`config.mk`:
```
export PLATFORM = sky130hd
export DESIGN_NAME = fetch_controller
export DESIGN_NICKNAME = d
export VERILOG_FILES = /design/src/rtl/fetch_controller_pkg.sv /design/src/rtl/fetch_controller_branch_predecoder.sv /design/src/rtl/fetch_controller.sv
export SDC_FILE = /design/constraint.sdc
export NUM_CORES = 1
export LEC_CHECK = 0
export BUFFER_PORTS_ARGS = -buffer_cell sky130_fd_sc_hd__clkbuf_2
export CAP_MARGIN = 20
export CORE_MARGIN = 8
export CORE_UTILIZATION = 50
export CTS_CLUSTER_DIAMETER = 120
export DETAILED_ROUTE_END_ITERATION = 10
export PLACE_DENSITY = 0.75
export SYNTH_ARGS = -nofsm -noshare
export SYNTH_HDL_FRONTEND = slang
export SYNTH_SLANG_ARGS = --single-unit
```
`constraint.sdc`:
```
create_clock -name clk_in -period 5.3 [get_ports clk_in]
set_input_delay 0.795 -clock clk_in [delete_from_list [all_inputs] [get_ports clk_in]]
set_output_delay 0.795 -clock clk_in [all_outputs]
set_load 0.1 [all_outputs]
```
`src/rtl/fetch_controller_pkg.sv`:
```
// Shared constants for the fetch path: boolean levels, the opcodes the
// predecoder recognises, and the fetch controller state encoding.
package fetch_controller_pkg;

    localparam logic TRUE  = 1'b1;
    localparam logic FALSE = 1'b0;

    localparam logic [6:0] OPC_JAL    = 7'b1101111;
    localparam logic [6:0] OPC_BRANCH = 7'b1100011;

    // FETCH: ready to issue; WAIT: one request outstanding;
    // DRAIN: a redirect orphaned the outstanding request, so its response is dropped.
    typedef enum logic [1:0] {
        FETCH = 2'd0,
        WAIT  = 2'd1,
        DRAIN = 2'd2
    } fetch_state_e;

endpackage

```
`src/rtl/fetch_controller_branch_predecoder.sv`:
```
// Static predictor: decodes JAL and conditional-branch immediates and picks
// the next fetch PC. Backward branches are predicted taken, forward ones not.
// JALR is not predicted because its target depends on a register.
module branch_predecoder
    import fetch_controller_pkg::*;
(
    input  logic [31:0] instruction,
    input  logic [31:0] pc,
    output logic [31:0] next_pc,
    output logic        predict
);

    logic [6:0]  opcode;
    logic [31:0] j_imm;
    logic [31:0] b_imm;

    assign opcode = instruction[6:0];
    assign j_imm  = {{11{instruction[31]}}, instruction[31], instruction[19:12],
                     instruction[20], instruction[30:21], 1'b0};
    assign b_imm  = {{19{instruction[31]}}, instruction[31], instruction[7],
                     instruction[30:25], instruction[11:8], 1'b0};

    // Choose the predicted successor; the sequential case wraps mod 2^32.
    always_comb begin
        next_pc = pc + 32'd4;
        predict = FALSE;
        if (opcode == OPC_JAL) begin
            next_pc = pc + j_imm;
            predict = TRUE;
        end else if (opcode == OPC_BRANCH && instruction[31]) begin
            next_pc = pc + b_imm;
            predict = TRUE;
        end
    end

endmodule

```
`src/rtl/fetch_controller.sv`:
```
// Fetch controller: issues one icache request at a time, pushes each returned
// word with its PC and prediction bit into the instruction queue, and follows
// predicted control flow or mispredict redirects.
//
// Handshakes: icache_req is a one-cycle pulse carrying icache_addr, issued only
// when no request is outstanding; icache_ready is a one-cycle valid that
// qualifies icache_ins_in; instruction_ready is a one-cycle push with no
// backpressure -- the queue throttles us only through isq_is_full, which is
// sampled before a request is issued, so an accepted response always fits.
// rdy_in=0 freezes everything and masks icache_ready.
module fetch_controller
    import fetch_controller_pkg::*;
(
    input  logic         clk_in,
    input  logic         rst_in,
    input  logic         rdy_in,
    input  logic         roll_back,
    input  logic [31:0]  target_pc_in,
    input  logic         isq_is_full,
    output logic         icache_req,
    output logic [31:0]  icache_addr,
    input  logic         icache_ready,
    input  logic [31:0]  icache_ins_in,
    output logic         instruction_ready,
    output logic [31:0]  instruction_out,
    output logic [31:0]  pc_out,
    output logic         pc_predict_out,
    output fetch_state_e state_dbg
);

    fetch_state_e state_q, state_d;
    logic [31:0]  pc_q, pc_d;
    logic         icache_req_q, icache_req_d;
    logic [31:0]  icache_addr_q, icache_addr_d;
    logic         instruction_ready_q, instruction_ready_d;
    logic [31:0]  instruction_out_q, instruction_out_d;
    logic [31:0]  pc_out_q, pc_out_d;
    logic         pc_predict_out_q, pc_predict_out_d;

    logic [31:0]  pd_next_pc;
    logic         pd_predict;

    branch_predecoder u_predecoder (
        .instruction (icache_ins_in),
        .pc          (pc_q),
        .next_pc     (pd_next_pc),
        .predict     (pd_predict)
    );

    // Next state, next pc and registered outputs; redirect outranks everything but a pause.
    always_comb begin
        state_d             = state_q;
        pc_d                = pc_q;
        icache_req_d        = FALSE;
        icache_addr_d       = icache_addr_q;
        instruction_ready_d = FALSE;
        instruction_out_d   = instruction_out_q;
        pc_out_d            = pc_out_q;
        pc_predict_out_d    = pc_predict_out_q;

        if (rdy_in) begin
            if (roll_back) begin
                pc_d = target_pc_in;
                case (state_q)
                    FETCH:   state_d = FETCH;
                    WAIT:    state_d = icache_ready ? FETCH : DRAIN;
                    DRAIN:   state_d = DRAIN;
                    default: state_d = FETCH;
                endcase
            end else begin
                case (state_q)
                    FETCH: begin
                        if (!isq_is_full) begin
                            icache_req_d  = TRUE;
                            icache_addr_d = pc_q;
                            state_d       = WAIT;
                        end
                    end
                    WAIT: begin
                        if (icache_ready) begin
                            instruction_ready_d = TRUE;
                            instruction_out_d   = icache_ins_in;
                            pc_out_d            = pc_q;
                            pc_predict_out_d    = pd_predict;
                            pc_d                = pd_next_pc;
                            state_d             = FETCH;
                        end
                    end
                    DRAIN: begin
                        if (icache_ready) begin
                            state_d = FETCH;
                        end
                    end
                    default: state_d = FETCH;
                endcase
            end
        end
    end

    // State, pc and output registers; reset abandons any outstanding request.
    always_ff @(posedge clk_in or negedge rst_in) begin
        if (!rst_in) begin
            state_q             <= FETCH;
            pc_q                <= 32'd0;
            icache_req_q        <= FALSE;
            icache_addr_q       <= 32'd0;
            instruction_ready_q <= FALSE;
            instruction_out_q   <= 32'd0;
            pc_out_q            <= 32'd0;
            pc_predict_out_q    <= FALSE;
        end else begin
            state_q             <= state_d;
            pc_q                <= pc_d;
            icache_req_q        <= icache_req_d;
            icache_addr_q       <= icache_addr_d;
            instruction_ready_q <= instruction_ready_d;
            instruction_out_q   <= instruction_out_d;
            pc_out_q            <= pc_out_d;
            pc_predict_out_q    <= pc_predict_out_d;
        end
    end

    assign icache_req        = icache_req_q;
    assign icache_addr       = icache_addr_q;
    assign instruction_ready = instruction_ready_q;
    assign instruction_out   = instruction_out_q;
    assign pc_out            = pc_out_q;
    assign pc_predict_out    = pc_predict_out_q;
    assign state_dbg         = state_q;

endmodule
```
# Word-level counts from Yosys, hierarchy flattened
# Index checks and enable logic that the tools add are counted.
# Widths: inputs -> output; s select.
# word_totals
register_bits,133
inputBits,70
output_inout_bits,101
word_cells,49
# classes
addsub,3
n_eq_ne,6
muxes,21
n_bitwise,2
n_reduce_logical,9
# op_table
op,n
$mux 32,5
$add 32x32->32,2
$add 32x3->32 const B,1
$eq 7x7->1 const B,2
$mux 1,10
$mux 2,4
$pmux 2 s2,2
$reduce_and 4->1,2
$reduce_and 3->1,2
$reduce_bool 2->1,2
$ne 3x1->1 const B,1
$ne 3x3->1 const B,1
$eq 2x1->1 const B,1
$eq 2x2->1 const B,1
$logic_not 2->1,1
$not 1->1,2
$reduce_or 2->1,1
$logic_and 1x1->1,1

# Depth between registers and ports, before layout
# logic_depth
ltp_word,7
mapped_depth,12
ltp_nobuf,12

# Hierarchy
# A second synthesis with hierarchy kept.
# hier_totals
cells_unflattened,881
area_unflattened_um2,9365.2
# modules_own_cells
mod,instances,cells_per_inst,area_each_um2,seq_area_each_um2
fetch_controller,1,331,5605.4,3328.2
branch_predecoder,1,550,3759.9,0.0

# Least setup slack after synthesis
# OpenSTA, ideal clock, no wires.
# synth_path
kind,input to register
start,in icache_ins_in[8]
end,reg pc_q[31]
setup_time_ns,0.123
arrival_ns,3.226
path_slack_ns,1.951
stages,12
n_path_buf,0
cell_sequence,ha_1 -> inv_1 -> fa_1 -> nor2b_4 -> o2111ai_1 -> a31oi_1 -> o41a_1 -> a21o_1 -> a311o_1 -> xnor2_1 -> a221o_1 -> o221a_1
# synth_via
elab_chain_cells,6
# synth_lines
item,line_no,rtl
from (decl),fetch_controller.sv:23,"input logic [31:0] icache_ins_in,"
$add 32x32->32,fetch_controller_branch_predecoder.sv:31,next_pc = pc + b_imm;
$mux 32,fetch_controller_branch_predecoder.sv:30,end else if (opcode == OPC_BRANCH && instruction[31]) begin
$mux 32,fetch_controller_branch_predecoder.sv:27,if (opcode == OPC_JAL) begin
$mux 32,fetch_controller.sv:80,if (icache_ready) begin
$mux 32,fetch_controller.sv:71,case (state_q)
$mux 32,fetch_controller.sv:62,if (roll_back) begin
to (signal assigned),fetch_controller.sv:113,pc_q <= pc_d;
to (decl),fetch_controller.sv:32,"logic [31:0] pc_q, pc_d;"
# No other way between the ends. The select of a mux whose other input is x is not followed.
# A chain may end at the register's enable or synchronous reset.

# Worst setup path after layout
# layout_path
start,reg pc_q[2]
end,reg pc_q[20]
# layout_via
elab_chain_cells,6
word_cells_on_any_way,8
cone_classes,add/sub: 3; mux: 5
# layout_lines
item,line_no
$add 32x3->32 or $add 32x32->32 (tied branches),"fetch_controller_branch_predecoder.sv:25, fetch_controller_branch_predecoder.sv:31"
$mux 32,fetch_controller_branch_predecoder.sv:30
$mux 32 (*),fetch_controller_branch_predecoder.sv:27
$mux 32 (*),fetch_controller.sv:80
$mux 32 (*),fetch_controller.sv:71
$mux 32 (*),fetch_controller.sv:62
# Mark *: on every way between the ends. The rest lies on a longest branch, timed or not. The select of a mux whose other input is x is not followed.

==> results.md <==
* Number of input and output port buffers inserted at 170
* Inserted Diodes at 0
* Final WL at between 20,000 and 30,000 um
* Final count of negative-setup-slack endpoints at 0
* Slack of the worst reg-to-reg path at 1.85 ns
* Power per standard cell area at between 600 and 700 nW/um^2
* CTS root buf: sky130_fd_sc_hd__clkbuf_16
* Initial core utilization at 50.7%
* Relative slew margins at 32.3%
* Horiz. Die Dim at 151 um
* Fraction of registers with async set or reset after synthesis at 100%
* Number of distinct standard cells referenced by the synthesized netlist at 69
* Post-cts sizing count at 0
* Peak supply drop at 0.680 mV
* Number of enable flip-flop cells after synthesis at 0
* Yosys warning total at 0
* Max Clock Skew at roughly 0.011 ns
* Upper clock frequency limit at 290 MHz
* Period Utilization, post-route at 65.2%
* Number of antenna violations at the first check in global routing at 0
* Worst Setup End Kind: flip-flop
* Maximum level of the CTS H-tree at 4
* Data arrival time of the critical path at approximately 3.8 ns
* Cell area after technology mapping at 9050 um^2
* Total count of hold-check failures in the final report at 0
* Detailed placer's ending HPWL at 21,000 um
* Area overhead of the layout relative to synthesis at 17.7%
* Die footprint at 22,700 um^2
* Deepest clock path buffer count at 2
* WL/cell at between 15 and 20 um
* Final layout net count at about 1,400
* Setup repair after global routing missed its margin: no
* Post-route worst hold slack at about 0.45 ns
* Worst Path Required at 5.61 ns
* Multi-input gate area in the final layout at 5420 um^2
* CTS Sinks at 133
* Ys flop type: sky130_fd_sc_hd__dfrtp_1
* Outcome: finished, final reports clean
* Number of setup buffers added after CTS at 0
* Type of the worst setup path: flip-flop to flip-flop
* Weighted congestion reported at the end of routability-driven placement at 0.956
* Fraction of synthesized cell area taken by the top area cell type at 36.8%
* Max-slew violations at 0
* Startpoint of the most critical setup path: pc_q[2]$_DFFE_PN0P_
* Proportion of synthesized chip area in sequential cells at 36.8%
* Die Height at 151 um
* P_leak at 0.00520 uW
* Vias at 8,736
* Detailed-routing iteration count for the pre-antenna-repair pass at 5
* Worst-path cell chain: ha_1 > a211oi_1 > nor2_1 > o311ai_1 > a32oi_2 > o311ai_1 > mux2_2 > o22ai_1 > a21oi_1
* Worst reg2reg path startpoint: pc_q[2]$_DFFE_PN0P_
* Largest area contributor in the netlist: sky130_fd_sc_hd__dfrtp_1
* Placeable core area at 17,800 um^2
* Cell count after synthesis at 1,096
* Clock latency at the later pin of the worst-skew pair at 0.44 ns
* Pre-CTS setup slack at 1.50 ns
* HP Class: input port to asynchronous set/reset pin
* Number of vias per cell after detailed routing at between 5 and 6
* Post-route antenna net violation count at 0
* Number of top-level design ports at about 170
* Highest-delay cell along the critical path: sky130_fd_sc_hd__dfrtp_1
* Remaining DRCs at 0
* Maximum capacitance violations at 0
* Synthesis-stage register bit count at 133
* Setup total negative slack at 0 ns
* Top cell by count, worst path: sky130_fd_sc_hd__o311ai_1
* Layout cell share with drive strength beyond 1 at about a fifth
* Clock period minus final worst setup slack at 3.45 ns
* Starting DRT DRC Count at around 660
* Transition time at the pin with the least slew margin at 1.01 ns
* Largest net degree at the start of global routing at 91
* Top post-synthesis cells by area: sky130_fd_sc_hd__dfrtp_1, sky130_fd_sc_hd__nand2_1, sky130_fd_sc_hd__ha_1
* Element type at the critical path start: flip-flop
* Maximum single-stage delay on the critical path at 0.60 ns
* Global-route usage over all layers at 25.7%
* Setup slack of the critical path after layout at about 1.8 ns
* CTS tree: yes
* Core Rows at 49
* Remaining global-route overflow at 0
* Number of nets produced by synthesis at 1,215
* Filler Cells Inserted at 1,586
* Number of hold buffers added after CTS at 0
* Register-to-Register Path Depth at 9
* Vias in the first global route at approximately 8,400
* Worst r2r dst: pc_q[20]$_DFFE_PN0P_
* Clock-pin slew on the worst setup and hold paths at 0.07 ns
* TritonCTS buffer count at 17
* Critical-path maximum fanout at 10
* Area of all sequential standard cells at about 3300 um^2
* Mean Syn Cell Area at 8.26 um^2
* Global-route wire length before repair at 45,600 um
where the power goes:
part	internal (uW)	switching, uW
sequential	1350	346
clock	675	545
combinational	914	3170
total	2940	4060
per-layer routing:
layer / share of wire, % / global-route usage [%] / up-vias / wire length [um]
met5: 0 / 0 / - / 0
met4: 1.8 / 8.30 / 0 / 509
met2: 43 / 37.3 / 376 / 12300
met1: 46 / 35.9 / 4165 / 13100
met3: 9.8 / 7.51 / 39 / 2820
li1: - / - / 4156 / -
cells by family after synthesis:
| group | Yosys count | share of synthesized area (%) |
|---|---|---|
| mux | 43 | 5.24 |
| flops | 133 | 36.8 |
| simple gates | 437 | 21.2 |
| compound gates | 294 | 20.8 |
| xor+xnor | 57 | 5.51 |
| buf+inv | 83 | 3.55 |
| fa+ha+maj | 49 | 6.94 |
sequential cells by signal, summed over array words and instances, names as in the netlist:
signal and cells:
pc_q 32, instruction_out 32, state_dbg 2, icache_addr 32, pc_out 32, icache_req 1
instruction_ready 1, pc_predict_out 1
cells in the mapped netlist, types with 3 or more instances:
master                      number
sky130_fd_sc_hd__a211oi_1       21
sky130_fd_sc_hd__a21o_1         26
sky130_fd_sc_hd__a21oi_1        88
sky130_fd_sc_hd__a221o_1         5
sky130_fd_sc_hd__a221oi_1        5
sky130_fd_sc_hd__a22oi_1         6
sky130_fd_sc_hd__a31oi_1         4
sky130_fd_sc_hd__a41oi_1         3
sky130_fd_sc_hd__and2_1          5
sky130_fd_sc_hd__and3_1         15
sky130_fd_sc_hd__and4_1          5
sky130_fd_sc_hd__buf_1           4
sky130_fd_sc_hd__buf_2           8
sky130_fd_sc_hd__clkbuf_1       48
sky130_fd_sc_hd__dfrtp_1       133
sky130_fd_sc_hd__ha_1           47
sky130_fd_sc_hd__inv_1          22
sky130_fd_sc_hd__mux2_2         35
sky130_fd_sc_hd__mux2i_1         8
sky130_fd_sc_hd__nand2_1       268
sky130_fd_sc_hd__nand2b_1        7
sky130_fd_sc_hd__nand3_1        22
sky130_fd_sc_hd__nand4_1        16
sky130_fd_sc_hd__nor2_1         59
sky130_fd_sc_hd__nor2b_1         6
sky130_fd_sc_hd__nor3_1         12
sky130_fd_sc_hd__o2111ai_1       3
sky130_fd_sc_hd__o211ai_1        9
sky130_fd_sc_hd__o21a_1          6
sky130_fd_sc_hd__o21ai_0        74
sky130_fd_sc_hd__o21bai_1        5
sky130_fd_sc_hd__o22ai_1         5
sky130_fd_sc_hd__o31ai_1         4
sky130_fd_sc_hd__or2_2           4
sky130_fd_sc_hd__or3_1           6
sky130_fd_sc_hd__xnor2_1        34
sky130_fd_sc_hd__xor2_1         23
cell usage in the layout (no fill, tap or decap), types with 4 or more instances in the layout:
master / count
sky130_fd_sc_hd__o31ai_1: 4
sky130_fd_sc_hd__a221oi_1: 5
sky130_fd_sc_hd__inv_6: 5
sky130_fd_sc_hd__o22ai_1: 5
sky130_fd_sc_hd__nand3_1: 22
sky130_fd_sc_hd__inv_1: 21
sky130_fd_sc_hd__nor2_1: 58
sky130_fd_sc_hd__a22oi_1: 6
sky130_fd_sc_hd__or2_2: 4
sky130_fd_sc_hd__o21ai_0: 73
sky130_fd_sc_hd__or3_1: 6
sky130_fd_sc_hd__dfrtp_1: 133
sky130_fd_sc_hd__a221o_1: 5
sky130_fd_sc_hd__mux2i_1: 8
sky130_fd_sc_hd__and2_1: 5
sky130_fd_sc_hd__a31oi_1: 4
sky130_fd_sc_hd__o21bai_1: 5
sky130_fd_sc_hd__nand4_1: 16
sky130_fd_sc_hd__o21a_1: 6
sky130_fd_sc_hd__nand2_1: 267
sky130_fd_sc_hd__a21o_1: 26
sky130_fd_sc_hd__nor2b_1: 6
sky130_fd_sc_hd__xor2_1: 23
sky130_fd_sc_hd__mux2_2: 35
sky130_fd_sc_hd__xnor2_1: 34
sky130_fd_sc_hd__a21oi_1: 88
sky130_fd_sc_hd__o211ai_1: 9
sky130_fd_sc_hd__nand2b_1: 7
sky130_fd_sc_hd__and3_1: 15
sky130_fd_sc_hd__clkbuf_16: 17
sky130_fd_sc_hd__nor3_1: 12
sky130_fd_sc_hd__and4_1: 5
sky130_fd_sc_hd__clkbuf_2: 169
sky130_fd_sc_hd__ha_1: 47
sky130_fd_sc_hd__buf_4: 10
sky130_fd_sc_hd__a211oi_1: 21
sky130_fd_sc_hd__inv_8: 4
how the worst max path moves through the flow:
stage	to	depth (start not counted)	slack (ns)
final	pc_q[20]$_DFFE_PN0P_	9	1.85
after detailed placement	pc_q[31]$_DFFE_PN0P_	10	1.50
after global routing	pc_q[25]$_DFFE_PN0P_	12	1.65
after global placement	pc_q[31]$_DFFE_PN0P_	10	1.60
after floorplan	pc_q[31]$_DFFE_PN0P_	12	1.95
after CTS	pc_q[31]$_DFFE_PN0P_	12	1.89
worst max-delay path: cells and delay by family (launching register included):
family                     cells  cell delay (ns)
DFF                            1             0.60
and+or+nand+nor                1             0.12
AOI/OAI and AO/OA              6             1.86
muxes                          1             0.40
adders and majority gates      1             0.33
layout make-up:
class	instances	area share [%]
timing repair buffer	180	8.75
clock inverter	15	1.66
sequential	133	31.2
multi-input combinational	880	50.9
inverter	23	0.810
clock buffer	17	3.99
tap	229	2.69
per-stage QoR:
stage	cells	power, uW	utilization [%]	cell area, um^2
global placement	1445	5700	56.4	10100
CTS	1477	6990	59.7	10700
floorplan	1096	4940	-	9050
global route	1477	7330	59.7	10700
detailed placement	1445	5740	56.4	10100
finish	1477	6990	59.7	10700
Note: power is estimated with default switching activity, not from simulation.
